--- config.mk ---
export PLATFORM = sky130hd
export DESIGN_NAME = rom_arbiter
export DESIGN_NICKNAME = d
export VERILOG_FILES = /design/src/rtl/rv32.sv /design/src/rtl/saratoga.sv /design/src/rtl/rr_picker.sv /design/src/rtl/rom_arbiter.sv
export SDC_FILE = /design/constraint.sdc
export NUM_CORES = 1
export LEC_CHECK = 0
export ABC_AREA = 1
export BUFFER_PORTS_ARGS = -buffer_cell sky130_fd_sc_hd__buf_2
export CAP_MARGIN = 10
export CORE_UTILIZATION = 40
export DETAILED_ROUTE_END_ITERATION = 16
export PLACE_DENSITY = 0.79
export RECOVER_POWER = 50
export SLEW_MARGIN = 5
export SYNTH_ARGS = -nofsm -noshare
export SYNTH_HDL_FRONTEND = slang
export SYNTH_HIERARCHICAL = 1
export SYNTH_SLANG_ARGS = --single-unit
--- constraint.sdc ---
create_clock -name clk -period 3.3 [get_ports clk]
set_input_delay 0.33 -clock clk [delete_from_list [all_inputs] [get_ports clk]]
set_output_delay 0.33 -clock clk [all_outputs]
set_load 0.05 [all_outputs]
--- src/rtl/rv32.sv ---
// Base RV32 data types shared by the core and its memory-side blocks.
package rv32;

  typedef logic [31:0] word;

endpackage

--- src/rtl/saratoga.sv ---
// SoC-wide constants and ROM arbiter types.
// Also holds the address classifier used by rom_arbiter.
package saratoga;

  localparam int DEFAULT_ROM_ADDR_WIDTH  = 10;
  localparam int ROM_ARB_NUM_REQ_DEFAULT = 3;

  typedef enum logic [1:0] {
    ROM_ARB_OK,
    ROM_ARB_MISALIGN,
    ROM_ARB_RANGE
  } rom_arb_err_e;

  // Misalignment takes precedence over range so a bad low address reports the more specific fault.
  function automatic rom_arb_err_e rom_arb_classify(input rv32::word addr, input int addr_width);
    if (addr[1:0] != 2'b00) return ROM_ARB_MISALIGN;
    if ((addr >> (addr_width + 2)) != '0) return ROM_ARB_RANGE;
    return ROM_ARB_OK;
  endfunction

endpackage

--- src/rtl/rr_picker.sv ---
// Round-robin one-hot priority picker: the first set req bit at or above ptr (mod N) wins.
// Purely combinational so it can serve any shared-resource arbiter.
module rr_picker #(
  parameter int N = 3,
  parameter int IDX_W = (N > 1) ? $clog2(N) : 1
) (
  input  logic [N-1:0]     req,
  input  logic [IDX_W-1:0] ptr,
  output logic [N-1:0]     gnt,
  output logic [IDX_W-1:0] idx,
  output logic             any
);

  int w_pos;

  // Scan from farthest to nearest offset so the nearest requester is the last (winning) assignment.
  always_comb begin
    gnt   = '0;
    idx   = '0;
    any   = 1'b0;
    w_pos = 0;
    for (int k = N - 1; k >= 0; k--) begin
      w_pos = (int'(ptr) + k) % N;
      if (req[w_pos]) begin
        gnt        = '0;
        gnt[w_pos] = 1'b1;
        idx        = IDX_W'(w_pos);
        any        = 1'b1;
      end
    end
  end

endmodule

--- src/rtl/rom_arbiter.sv ---
// Round-robin arbiter sharing ROM read port 2 between NUM_REQ bus masters, one-cycle response.
// Optional macro ROM_ARB_STATS_EN adds per-requester saturating grant counters.
module rom_arbiter
  import saratoga::*;
#(
  parameter int NUM_REQ    = ROM_ARB_NUM_REQ_DEFAULT,
  parameter int ADDR_WIDTH = DEFAULT_ROM_ADDR_WIDTH
) (
  input  logic                      clk,
  input  logic                      rst_n,
  input  logic      [NUM_REQ-1:0]   req_valid,
  input  rv32::word [NUM_REQ-1:0]   req_addr,
  output logic      [NUM_REQ-1:0]   req_ready,
  output logic      [NUM_REQ-1:0]   rsp_valid,
  output logic                      rsp_err,
  output rv32::word                 rsp_data,
  output logic                      rom_rd_en,
  output logic      [ADDR_WIDTH-1:0] rom_addr,
  input  rv32::word                 rom_rd_data
`ifdef ROM_ARB_STATS_EN
  ,
  output logic      [NUM_REQ-1:0][31:0] grant_count,
  input  logic                      stats_clr
`endif
);

  localparam int IDX_W = (NUM_REQ > 1) ? $clog2(NUM_REQ) : 1;

  // Handshake: a request transfers in the cycle where req_valid[i] && req_ready[i]; the requester
  // holds valid/addr until then. The response is rsp_valid[i] one cycle later, with no backpressure.

  logic [NUM_REQ-1:0] w_gnt;
  logic [IDX_W-1:0]   w_idx;
  logic               w_any;
  logic [IDX_W-1:0]   w_ptr_next;
  rv32::word          w_win_addr;
  rom_arb_err_e       w_err_kind;
  logic               w_legal;

  logic [IDX_W-1:0]   r_rr_ptr;
  logic [NUM_REQ-1:0] r_rsp_valid;
  logic               r_rsp_err;
  rv32::word          r_rsp_data;

  rr_picker #(
    .N     (NUM_REQ),
    .IDX_W (IDX_W)
  ) u_picker (
    .req (req_valid),
    .ptr (r_rr_ptr),
    .gnt (w_gnt),
    .idx (w_idx),
    .any (w_any)
  );

  always_comb begin
    w_win_addr = req_addr[w_idx];
    w_err_kind = rom_arb_classify(w_win_addr, ADDR_WIDTH);
    w_legal    = w_any && (w_err_kind == ROM_ARB_OK);
    w_ptr_next = (w_idx == IDX_W'(NUM_REQ - 1)) ? '0 : w_idx + IDX_W'(1);
  end

  assign req_ready = w_gnt;
  assign rom_rd_en = w_legal;
  assign rom_addr  = w_legal ? w_win_addr[ADDR_WIDTH+1:2] : '0;

  // Illegal accesses still get a response so the requester never waits forever; data is forced to 0.
  always_ff @(posedge clk or negedge rst_n) begin
    if (!rst_n) begin
      r_rr_ptr    <= '0;
      r_rsp_valid <= '0;
      r_rsp_err   <= 1'b0;
      r_rsp_data  <= '0;
    end else if (w_any) begin
      r_rr_ptr    <= w_ptr_next;
      r_rsp_valid <= w_gnt;
      r_rsp_err   <= !w_legal;
      r_rsp_data  <= w_legal ? rom_rd_data : '0;
    end else begin
      r_rsp_valid <= '0;
      r_rsp_err   <= 1'b0;
    end
  end

  assign rsp_valid = r_rsp_valid;
  assign rsp_err   = r_rsp_err;
  assign rsp_data  = r_rsp_data;

`ifdef ROM_ARB_STATS_EN
  for (genvar g = 0; g < NUM_REQ; g++) begin : g_stats
    logic [31:0] r_grant_cnt;

    // Clear beats a same-cycle increment; the counter sticks at all-ones instead of wrapping.
    always_ff @(posedge clk or negedge rst_n) begin
      if (!rst_n) begin
        r_grant_cnt <= '0;
      end else if (stats_clr) begin
        r_grant_cnt <= '0;
      end else if (w_gnt[g] && (r_grant_cnt != 32'hFFFF_FFFF)) begin
        r_grant_cnt <= r_grant_cnt + 32'd1;
      end
    end

    assign grant_count[g] = r_grant_cnt;
  end
`endif

endmodule

# After elaboration in Yosys (flattened, before gate mapping)

Cells that the tools add are included.

Bits of input ports: 133
ROM bits: 0
Latch bits: 0
Bits in registers: 38
Memories kept: 0
Memory bits (writable): 0
Word-level logic and storage cells: 64

Mux-type cells: 38
Eq/ne operators: 1
Shift operators: 0
$add $sub $neg: 3
Bitwise operators: 0
Order comparisons: 7
Divide/modulo/power cells: 3
Reductions and logical operators: 8
Multipliers: 0

Operator list:

| cell                                                                                  | count |
|---|---|
| 32-bit by 1-bit greater-or-equal comparator with 1-bit output (second input constant) | 3 |
| 32-bit by 4-bit less-than comparator with 1-bit output (second input constant)        | 3 |
| 32-bit binary-select mux with 2-bit select                                            | 1 |
| 32-bit by 3-bit modulo with 32-bit output (second input constant)                     | 2 |
| 32-bit two-way mux                                                                    | 2 |
| 3-bit by 3-bit modulo with 32-bit output (second input constant)                      | 1 |
| 32-bit nonzero test                                                                   | 1 |
| 1-bit two-way mux                                                                     | 16 |
| 2-bit two-way mux                                                                     | 8 |
| 3-bit two-way mux                                                                     | 4 |
| 10-bit two-way mux                                                                    | 1 |
| 1-bit binary-select mux with 2-bit select                                             | 3 |
| 1-bit demux with 2-bit select                                                         | 3 |
| 1-bit logical AND                                                                     | 4 |
| 2-bit by 1-bit adder with 3-bit output (second input constant)                        | 1 |
| 2-bit by 2-bit adder with 3-bit output (second input constant)                        | 1 |
| 2-bit by 3-bit less-than comparator with 1-bit output (second input constant)         | 1 |
| 2-bit by 1-bit adder with 2-bit output (second input constant)                        | 1 |
| 2-bit == test (second input constant)                                                 | 1 |
| 2-bit zero test                                                                       | 1 |
| 2-bit nonzero test                                                                    | 1 |
| 1-bit zero test                                                                       | 1 |

# Logic depth before layout (Yosys ltp)

Depth in word-level cells: 19
Mapped depth: 20

# Cells and area by module

The synthesis kept the hierarchy.

By module, submodules not included:

| module      | times used | cells an instance | area each (µm²) | seq. area each (µm²) |
|---|---|---|---|---|
| rom_arbiter | 1          | 267               | 1983.2          | 950.9 |
| rr_picker   | 1          | 64                | 329.1           | 0.0 |

# Worst setup path before layout

Ideal clock, no wire load.

Path type: flip-flop to output port
Start point: register r_rr_ptr[0]
End point: output port rom_addr[3]
Setup slack: 89 ps
Data arrival time: 2881 ps
Stages on the path, launching flop included: 19
Path through: dfrtp_1 -> inv_1 -> ha_1 -> inv_2 -> nand2_1 -> nand3_1 -> nand2_1 -> nand3_2 -> nand3_1 -> nor2_2 -> nand3_1 -> nor2_1 -> nor2_1 -> nand2_1 -> nand2_2 -> nor2_4 -> nand2_1 -> buf_6 -> nor2_1

Word-level cells in the longest chain between the ends: 18

RTL lines:

| element                                              | line              | source |
|---|---|---|
| start: declaration                                   | rom_arbiter.sv:40 | `logic [IDX_W-1:0] r_rr_ptr;` |
| start signal: assignment                             | rom_arbiter.sv:75 | `r_rr_ptr <= w_ptr_next;` |
| 2-bit by 2-bit adder with 3-bit output               | rr_picker.sv:23   | `w_pos = (int'(ptr) + k) % N;` |
| 32-bit by 3-bit modulo with 32-bit output            | rr_picker.sv:23   |  |
| 1-bit binary-select mux with 2-bit select            | rr_picker.sv:24   | `if (req[w_pos]) begin` |
| 1-bit two-way mux (implied by the code) (2 in a row) | rr_picker.sv:24   |  |
| 2-bit two-way mux (2 in a row)                       | rr_picker.sv:24   |  |
| 2-bit two-way mux (*)                                | rr_picker.sv:24   |  |
| via w_idx[0]                                         | rom_arbiter.sv:33 | `logic [IDX_W-1:0] w_idx;` |
| 32-bit binary-select mux with 2-bit select (*)       | rom_arbiter.sv:57 | `w_win_addr = req_addr[w_idx];` |
| 32-bit two-way mux (implied by the code) (*)         | rom_arbiter.sv:57 |  |
| 32-bit nonzero test                                  | saratoga.sv:17    | `if ((addr >> (addr_width + 2)) != '0) return ROM_ARB_RANGE;` |
| 1-bit two-way mux (2 in a row)                       | saratoga.sv:17    |  |
| 2-bit two-way mux                                    | saratoga.sv:18    | `return ROM_ARB_OK;` |
| 2-bit two-way mux                                    | saratoga.sv:17    |  |
| 2-bit zero test                                      | rom_arbiter.sv:59 | `w_legal = w_any && (w_err_kind == ROM_ARB_OK);` |
| 1-bit logical AND                                    | rom_arbiter.sv:59 |  |
| 10-bit two-way mux (*)                               | rom_arbiter.sv:65 | `assign rom_addr = w_legal ? w_win_addr[ADDR_WIDTH+1:2] : '0;` |
| end: declaration                                     | rom_arbiter.sv:18 | `output logic [ADDR_WIDTH-1:0] rom_addr,` |

Mark *: on every way through the listed nets, which the timed path passes. The rest lies on a longest branch. The select of a mux whose other input is x is not followed.

# Worst setup path after layout

Ends and elaborated chain as after synthesis.

==> flow_metrics.env <==
export IMPL_status="complete, but fails checks"
export IMPL_violations="max-capacitance violations, max-slew violations"
export IMPL_hold_path_class="input port to flip-flop"
export IMPL_critPathArrivalTime_ns=2.91
export IMPL_placed_cell_area_sq_mm=0.003283
export IMPL_ys_warn_count=6
export IMPL_drv_cap=1
export IMPL_ctsRootBufferMaster="clkbuf_8"
export IMPL_start_util_pct=41.73
export IMPL_fin_crit_sh_pct=98.30
export IMPL_switchingPower_w=0.001223
export IMPL_max_vdd_ir_drop_v=0.0006693
export IMPL_area_delta_synth_final_pct=56.01
export IMPL_power_density_mw_per_mm2=664.5
export IMPL_setup_viol=0
export IMPL_fin_skew_ns=0.002807
export IMPL_drive_gt1_share_pct=42.58
export IMPL_grt_max_degree=39
export IMPL_syn_inst=331
export IMPL_syn_area_per_cell_sq_um=6.986
export IMPL_crit_buf_inv=4
export IMPL_synthTopCellsByCount="nand2_1 (111), nand3_1 (50), nor2_1 (47), dfrtp_1 (38), inv_1 (13)"
export IMPL_gp_congestion=0.8562
export IMPL_synth_fp_nets=468
export IMPL_critPathLaunchType="flip-flop"
export IMPL_p_leak_nw=2.060
export IMPL_cp_top_family="simple AND/OR/NAND/NOR gates"
export IMPL_cts_max_path_buffers=2
export IMPL_cts_buffers=5
export IMPL_max_clock_freq_mhz=308.3
export IMPL_ys_flop_type="dfrtp_1"
export IMPL_n_antenna_cell=0
export IMPL_drc_errors=0
export IMPL_worst_pin_slew_ns=1.981
export IMPL_finalHoldViolCount=0
export IMPL_wl_per_cell_um=13.25
export IMPL_ant_nets=0
export IMPL_vias_per_cell=4.992
export IMPL_cts_htree_levels=2
export IMPL_ios=183
export IMPL_gr_total_overflow=0
export IMPL_dpl_hpwl_mm=5.630
export IMPL_drt_initial_drc_count=149
export IMPL_seq_area_sq_um=953.4
export IMPL_end_kind="output port"
export IMPL_final_area_sq_mm=0.003607
export IMPL_grt_pass1_vias=2852
export IMPL_cpPeakStageDelay_ns=0.43
export IMPL_postCtsHoldBufs=0
export IMPL_path_class="flip-flop to output port"
export IMPL_fillers=514
export IMPL_rows=27
export IMPL_yosysSeqAreaShare_pct=41.13
export IMPL_seqPwrFrac_pct=21.9
export IMPL_routed_wl_mm=7.830
export IMPL_io_buffers=182
export IMPL_p_clk_share_pct=13.6
export IMPL_cts_sinks=38
export IMPL_fp_coreArea_sq_mm=0.005540
export IMPL_clkLatencyLatePin_ns=0.29
export IMPL_slowest_stage="dfrtp_2"
export IMPL_synth_area_top_cells="dfrtp_1 (41%), nand2_1 (18%), nand3_1 (11%), nor2_1 (7.6%), a22o_1 (3.4%)"
export IMPL_grt_first_pass_wirelength_mm=12.00
export IMPL_cp_required_ns=2.97
export IMPL_synthDistinctLibCells=25
export IMPL_maxSlewHeadroom_pct=-32.04
export IMPL_nets=655
export IMPL_die_area_sq_mm=0.006089
export IMPL_clk_transition_reported_paths_ns=0.07
export IMPL_internal_power_w=0.001174
export IMPL_synth_most_common_cell="nand2_1"
export IMPL_post_synth_instance_area_sq_mm=0.002312
export IMPL_slew_violations=39
export IMPL_grt_use_total_pct=24.69
export IMPL_fp_dieW_um=78.03
export IMPL_synth_seq_cells=38
export IMPL_combinationalPowerShare_pct=64.5
export IMPL_path_max_fanout=7
export IMPL_cts_tree="done"
export IMPL_min_period_ns=3.244
export IMPL_path_cells="inv_4 > ha_4 > inv_6 > nor2_1 > nand3_2 > nand2_2 > nand2_2 > nand2_4 > inv_4 > nor2_2 > nand3_1 > nor2_1 > nor2_1 > nand2_1 > nand2_2 > nor2_4 > nand2_4 > nor2_4 > buf_8"
export IMPL_multi_input_area_sq_mm=0.001360
export IMPL_die_h_um=78.03
export IMPL_antenna_found_initial=0
export IMPL_async_flop_share_pct=100.0
export IMPL_totalNegativeSetupSlack_ns=0
export IMPL_yosysTopAreaCellShare_pct=41.13
export IMPL_yosysTopAreaCell="dfrtp_1"
export IMPL_synth_edf_count=0
export IMPL_sw_frac_of_total_pct=51.01
export IMPL_firstDrtPassIters=4
export IMPL_vias=2950
==> kinds of logic after synthesis <==
group	synth area share, %
simple gates	43.34
flops	41.13
buf+inv	6.331
compound gates	7.035
fa+ha+maj	2.165
==> path summary, 6_finish.rpt <==
check                          startpoint  cells after the start      endpoint  slack, ns
max reg2reg                   r_rr_ptr[0]                     19   rsp_data[5]       0.46
min                        rom_rd_data[2]                      3   rsp_data[2]       0.26
min reg2reg                   rsp_data[3]                      2   rsp_data[3]       0.48
max                           r_rr_ptr[0]                     19   rom_addr[3]       0.06
max in group asynchronous           rst_n                      1   r_rr_ptr[0]       1.42
min in group asynchronous           rst_n                      1  rsp_data[30]       0.59
==> placed cells by master (no fill, tap or decap), drive strengths merged <==
master	n
nor2	58
a22o	9
clkinv	2
nand2	116
clkbuf	32
ha	4
inv	20
a221oi	1
a21oi	10
nand3b	1
nor3	1
o21ai	5
nand4	2
dfrtp	38
buf	167
nand3	53
==> worst register-to-register path, delay by kind of cell (launching register included) <==
family                     cells  cell delay [ns]
adders and majority gates      1             0.32
buffers and inverters          4             0.54
DFF                            1             0.43
and+or+nand+nor               14             1.47
==> state kept, by name, indices dropped and copies added, names as in the netlist <==
register / flops
r_rr_ptr: 2
rsp_valid: 3
rsp_err: 1
rsp_data: 32
==> per-stage QoR <==
| step | util (%) | worst slack (ns) | cells | hold WS (ns) | power (W) |
|---|---|---|---|---|---|
| 2_1_floorplan | - | 0.08851 | 331 | 0.03441 | 0.001455 |
| 6_report | 65.11 | 0.05598 | 591 | 0.2650 | 0.002397 |
| 4_1_cts | 61.63 | 0.01996 | 585 | 0.1622 | 0.002152 |
| 3_3_place_gp | 59.26 | 0.1552 | 577 | 0.4568 | 0.001782 |
| 3_5_place_dp | 59.26 | -0.04619 | 577 | 0.4594 | 0.001809 |
| 5_1_grt | 65.11 | -0.07351 | 591 | 0.2699 | 0.002559 |
==> power by group through the flow <==
stage                     combinational [W]  sequential (W)  clock [W]
after global routing                0.00168        0.000529   0.000354
after CTS                           0.00130        0.000512   0.000339
after floorplan                    0.000877        0.000578          0
after detailed placement            0.00129        0.000521          0
after global placement              0.00126        0.000519          0
final                               0.00155        0.000525   0.000326
==> layout make-up <==
type	count	area share, %
inverters	21	2.463
clock inverters	1	0.1387
well taps	72	2.497
repair buffers	192	28.37
clock buffers	7	2.393
flip-flops and latches	38	26.43
multi-input cells	260	37.70
==> routing by layer <==
layer | vias to the layer above | GRT usage [%] | wire length (um)
met2 | 123 | 46.46 | 4132
met4 | 0 | 9.815 | 163
li1 | 1438 | - | -
met3 | 16 | 4.419 | 404
met1 | 1373 | 27.35 | 3129
met5 | - | 0 | 0
==> what timing repair did <==
| action | in CTS | in global routing |
|---|---|---|
| pin swaps | 1 | 11 |
| gates cloned | 0 | 1 |
| setup endpoints to repair | 11 | 11 |
| setup buffers | 0 | 5 |
| gates resized for setup | 14 | 46 |
No activity file was read; power rests on OpenSTA's default activity.
